### src/rtl/bt_uart_cmd_decoder.sv
// 8N1 UART receiver plus command decoder for the Bluetooth remote.
// Owns the song index, pause flag and volume level, and emits one-cycle event pulses.
module bt_uart_cmd_decoder #(
  parameter int unsigned CLK_FREQ = 100_000_000,
  parameter int unsigned BAUD     = 9600,
  parameter int unsigned SONG_NUM = 4,
  parameter logic [7:0]  VOL_STEP = 8'h10,
  parameter int unsigned VOL_RST  = 2
) (
  input  logic        clk,
  input  logic        rst,
  input  logic        rx,
  input  logic        i_finish_song,
  output logic [15:0] o_vol,
  output logic [3:0]  vol_level,
  output logic [2:0]  o_song_select,
  output logic        o_pause,
  output logic        o_next,
  output logic        o_pre,
  output logic        o_vol_plus,
  output logic        o_vol_dec,
  output logic        o_frame_err
);

  localparam int unsigned ClksPerBit = CLK_FREQ / BAUD;
  localparam int unsigned TimerW     = (ClksPerBit > 2) ? $clog2(ClksPerBit) : 1;
  localparam logic [TimerW-1:0] BitLast  = TimerW'(ClksPerBit - 1);
  localparam logic [TimerW-1:0] HalfLast = TimerW'(ClksPerBit / 2 - 1);
  localparam logic [2:0] SongLast = 3'(SONG_NUM - 1);
  localparam logic [3:0] VolRst   = 4'(VOL_RST);
  localparam logic [3:0] VolMax   = 4'd8;

  typedef enum logic [1:0] {StIdle, StStart, StData, StStop} state_e;

  state_e            state_q, state_d;
  logic [TimerW-1:0] timer_q, timer_d;
  logic [2:0]        bit_cnt_q, bit_cnt_d;
  logic [7:0]        shift_q, shift_d;
  logic              byte_valid, byte_valid_d;
  logic              frame_err_d;
  logic              rx_meta, rx_sync, rx_prev;

  logic [2:0] sel_d, sel_inc, sel_dec;
  logic [3:0] vol_d;
  logic       pause_d, next_d, pre_d, plus_d, dec_d;
  logic       host_nav;
  logic [7:0] att;

  // UART receive FSM
  always_comb begin
    state_d      = state_q;
    timer_d      = timer_q + 1'b1;
    bit_cnt_d    = bit_cnt_q;
    shift_d      = shift_q;
    byte_valid_d = 1'b0;
    frame_err_d  = 1'b0;
    case (state_q)
      StIdle: begin
        timer_d = '0;
        if (rx_prev && !rx_sync) state_d = StStart;
      end
      StStart: begin
        if (timer_q == HalfLast) begin
          timer_d   = '0;
          bit_cnt_d = '0;
          state_d   = rx_sync ? StIdle : StData;
        end
      end
      StData: begin
        if (timer_q == BitLast) begin
          timer_d   = '0;
          shift_d   = {rx_sync, shift_q[7:1]};
          bit_cnt_d = bit_cnt_q + 3'd1;
          if (bit_cnt_q == 3'd7) state_d = StStop;
        end
      end
      StStop: begin
        if (timer_q == BitLast) begin
          timer_d = '0;
          state_d = StIdle;
          if (rx_sync) byte_valid_d = 1'b1;
          else         frame_err_d  = 1'b1;
        end
      end
      default: state_d = StIdle;
    endcase
  end

  assign sel_inc  = (o_song_select == SongLast) ? 3'd0 : o_song_select + 3'd1;
  assign sel_dec  = (o_song_select == 3'd0) ? SongLast : o_song_select - 3'd1;
  assign host_nav = byte_valid && (shift_q == 8'h02 || shift_q == 8'h03);

  // Command decode; a host next/previous swallows a coincident finish strobe.
  always_comb begin
    sel_d   = o_song_select;
    pause_d = o_pause;
    vol_d   = vol_level;
    next_d  = 1'b0;
    pre_d   = 1'b0;
    plus_d  = 1'b0;
    dec_d   = 1'b0;
    if (i_finish_song && !host_nav) begin
      sel_d   = sel_inc;
      pause_d = 1'b0;
    end
    if (byte_valid) begin
      case (shift_q)
        8'h01: pause_d = ~pause_d;
        8'h02: begin
          sel_d   = sel_inc;
          pause_d = 1'b0;
          next_d  = 1'b1;
        end
        8'h03: begin
          sel_d   = sel_dec;
          pause_d = 1'b0;
          pre_d   = 1'b1;
        end
        8'h04: begin
          if (vol_level != 4'd0) begin
            vol_d  = vol_level - 4'd1;
            plus_d = 1'b1;
          end
        end
        8'h05: begin
          if (vol_level < VolMax) begin
            vol_d = vol_level + 4'd1;
            dec_d = 1'b1;
          end
        end
        default: ;
      endcase
    end
  end

  always_ff @(posedge clk) begin
    if (rst) begin
      rx_meta       <= 1'b1;
      rx_sync       <= 1'b1;
      rx_prev       <= 1'b1;
      state_q       <= StIdle;
      timer_q       <= '0;
      bit_cnt_q     <= '0;
      shift_q       <= '0;
      byte_valid    <= 1'b0;
      o_frame_err   <= 1'b0;
      o_song_select <= 3'd0;
      o_pause       <= 1'b0;
      vol_level     <= VolRst;
      o_next        <= 1'b0;
      o_pre         <= 1'b0;
      o_vol_plus    <= 1'b0;
      o_vol_dec     <= 1'b0;
    end else begin
      rx_meta       <= rx;
      rx_sync       <= rx_meta;
      rx_prev       <= rx_sync;
      state_q       <= state_d;
      timer_q       <= timer_d;
      bit_cnt_q     <= bit_cnt_d;
      shift_q       <= shift_d;
      byte_valid    <= byte_valid_d;
      o_frame_err   <= frame_err_d;
      o_song_select <= sel_d;
      o_pause       <= pause_d;
      vol_level     <= vol_d;
      o_next        <= next_d;
      o_pre         <= pre_d;
      o_vol_plus    <= plus_d;
      o_vol_dec     <= dec_d;
    end
  end

  assign att   = {4'b0000, vol_level} * VOL_STEP;
  assign o_vol = {att, att};

endmodule

### config.mk
export PLATFORM = sky130hd
export DESIGN_NAME = bt_uart_cmd_decoder
export DESIGN_NICKNAME = d
export VERILOG_FILES = /design/src/rtl/bt_uart_cmd_decoder.sv
export SDC_FILE = /design/constraint.sdc
export NUM_CORES = 1
export LEC_CHECK = 0
export ABC_AREA = 1
export BUFFER_PORTS_ARGS = -buffer_cell sky130_fd_sc_hd__buf_2
export CORE_ASPECT_RATIO = 2
export CORE_MARGIN = 4
export CORE_UTILIZATION = 55
export DETAILED_ROUTE_END_ITERATION = 10
export GPL_TIMING_DRIVEN = 0
export PLACE_DENSITY = 0.87
export SYNTH_ARGS = -nofsm -noshare
export SYNTH_HDL_FRONTEND = slang
export SYNTH_SLANG_ARGS = --single-unit
### constraint.sdc
create_clock -name clk -period 5.5 [get_ports clk]
set_clock_uncertainty 0.2 [all_clocks]
set_input_delay 0.275 -clock clk [delete_from_list [all_inputs] [get_ports clk]]
set_output_delay 0.275 -clock clk [all_outputs]
set_load 0.05 [all_outputs]
==> impl_metrics.ini <==
[status]
status = completed

[die]
start_util_pct = 57.2
core_area_um2 = 4130
io_pins = 33
die_h_um = 101
dieArea_um2 = 5470
rows = 33
die_w_um = 54.3

[critical_path]
r2r_slack_ns = 3.26
path_common_cell = nand2_1
crit_slowest_cell = ha_1
worstPathRequired_ns = 5.54
critPathLaunch = shift_q[7]$_SDFFE_PP0P_
cp.arrival_ns = 2.28
critical_path.endpoint = vol_level[3]$_SDFFE_PP0P_
reg2reg_depth = 14
timing.rr.start = shift_q[7]$_SDFFE_PP0P_
path_class = reg2reg
r2r_end = vol_level[3]$_SDFFE_PP0P_
cp_cell_sequence = inv_1, nand2_1, nor2_1, nand2_1, nor2_1, inv_1, ha_1, nand2_1, nand2_1, nor2_1, nand3_1, nand2_1, nand2_1, a21oi_1
start_kind = flop
endpoint_kind = flop
path_max_fanout = 4
max_stage_delay_ns = 0.33

[drt]
drt_wl_total_mm = 4.90
post_drt_wl_per_cell_um = 11.5
drc = 0
drt-initial-drc-count = 71
vias = 2122
drtAntennaViolNets = 0
viasPerCell = 4.99
firstDrtPassIters = 4

[sta]
fin_crit_ns = 2.24
setup-tns-final_ns = 0
rsz0062_at_grt = no
setup_violations = 0
worst_pin_slew_ns = 0.532
drv_slew = 0
setup_ws_ns = 3.26
period_share_pct = 40.8
max_freq_ghz = 0.446
finalHoldViolCount = 0
slew_headroom_pct = 64.4

[cells_and_area]
final_nets = 385
fin_cells = 425
syn_to_final_growth_pct = 14.7
layout_common_cells = 66 x nand2_1, 51 x nor2_1, 45 x inv_1
drive_above_1_share_pct = 18.5
design_area_um2 = 2710
n_antenna_cell = 0
finish.utilization_pct = 65.6
layout_commonest_cell = nand2_1
fill_cells = 376

[yosys]
netlist_area_um2 = 2360
ys_warn_count = 0
syn_inst = 333
yosysSeqAreaShare_pct = 37.3
synth_edf_count = 0
yosysUniqueCellTypes = 36
avgSynthCellArea_um2 = 7.09
synth_ff_type = dfxtp_1
yosys_register_bits = 44
async_flop_share_pct = 0

[hold_path]
hold_path_depth = 4
hold_path_class = in2reg

[clock_tree]
clk_pin_slew_ns = 0.09
cts_setup_buffers = 0
cts_hold_buf = 1
cts_tree = yes
cts-buffers-inserted = 5
cts_buffer_depth = 2
clkLatencyLatePin_ns = 0.30
cts.root.buffer_cell = clkbuf_8
clock-sinks = 44
cts_resized = 0
htree_levels = 2

[grt]
grt-ovfl-total = 0
grt_pass1_wl_mm = 8.70
grt_max_degree = 14
grt_pass1_vias = 2182
grtUsageTotal_pct = 21.1
antenna_found_initial = 0

[placed_design]
gp_congestion = 0.873
place_ws_ns = 3.27
dp_hpwl_mm = 3.83
placed_cell_area_um2 = 2570
io_buffers = 24
dp.cells = 416

[power]
ir_drop_uv = 256
total_leakage_power_nw = 1.26
cellPowerDensity_nw_per_um2 = 249

[flow_run]
max_cap_viol_count = 0
[power breakdown]
group          switching [mW]  total, mW  leakage (nW)  internal [mW]
Combinational          0.0490     0.0725         0.835         0.0235
Clock                   0.112      0.272        0.0645          0.160
Sequential            0.00542      0.331         0.356          0.326
[cell usage after synthesis (2+ instances only)]
| master | instances | area share (%) |
|---|---|---|
| inv_2 | 3 | 0.48 |
| xor2_1 | 6 | 2.2 |
| buf_4 | 16 | 5.1 |
| nor3_1 | 3 | 0.64 |
| or2_2 | 2 | 0.53 |
| nand4_1 | 2 | 0.53 |
| a21oi_1 | 23 | 4.9 |
| ha_1 | 8 | 4.2 |
| dfxtp_1 | 44 | 37 |
| nor3_2 | 5 | 2.1 |
| nor2_1 | 51 | 8.1 |
| nand2_4 | 2 | 0.95 |
| inv_1 | 45 | 7.2 |
| nand3_1 | 25 | 5.3 |
| nand2_2 | 2 | 0.53 |
| o21ai_0 | 10 | 2.1 |
| nand2_1 | 66 | 10 |
| buf_6 | 2 | 0.95 |
[flip-flops by register name (all words and copies together), names as in the netlist, 3 cells and up, named ones only]
signal         count
vol_level          4
bit_cnt_q          3
shift_q            8
o_song_select      3
timer_q           14
[kinds of logic after synthesis]
kind of cell	count (synthesis)	synth area share (%)
and+or+nand+nor	161	30.2
buffers and inverters	68	14.0
AOI/OAI and AO/OA	44	11.0
DFF	44	37.3
adders and majority gates	9	5.08
xor gates and xnor gates	6	2.22
other	1	0.159
[worst min-delay path by stage]
stage | startpoint | end
after floorplan | rx | rx_meta$_SDFF_PP1_
after global placement | rx_meta$_SDFF_PP1_ | rx_sync$_SDFF_PP1_
after detailed placement | rx_meta$_SDFF_PP1_ | rx_sync$_SDFF_PP1_
after CTS | rst | flop
after global routing | rst | flop
final | rst | flop
[critical path, delay by kind of cell, from the launching register on]
kind,cells,cell delay (ns)
AOI/OAI and AO/OA,1,0.15
adders and majority gates,1,0.33
and+or+nand+nor,10,0.98
buffers and inverters,2,0.22
DFF,1,0.31
[cell type report]
type                            instances  area, um^2  area share (%)
Buffer                                 20         151            5.59
Timing Repair Buffer                   25         130            4.80
Clock inverter                          1        30.0            1.11
Sequential cell                        44         881            32.5
Multi-Input combinational cell        228        1180            43.4
Tap cell                               52        65.1            2.40
Inverter                               48         180            6.65
Clock buffer                            7        96.3            3.55
[routing by layer]
metal | vias to the layer above | GRT usage [%] | routed length (um)
li1 | 1107 | - | -
met1 | 968 | 19.2 | 1780
met2 | 37 | 40.5 | 2850
met3 | 10 | 3.70 | 132
met4 | 0 | 10.6 | 139
met5 | - | 0 | 0
[metrics by stage]
step | hold WS [ns] | total power [mW]
floorplan | 0.179 | 0.397
global placement | 0.193 | 0.406
detailed placement | 0.203 | 0.409
CTS | 0.0590 | 0.677
global route | 0.0897 | 0.703
finish | 0.0575 | 0.676
Power figures use the tool's default switching activity.
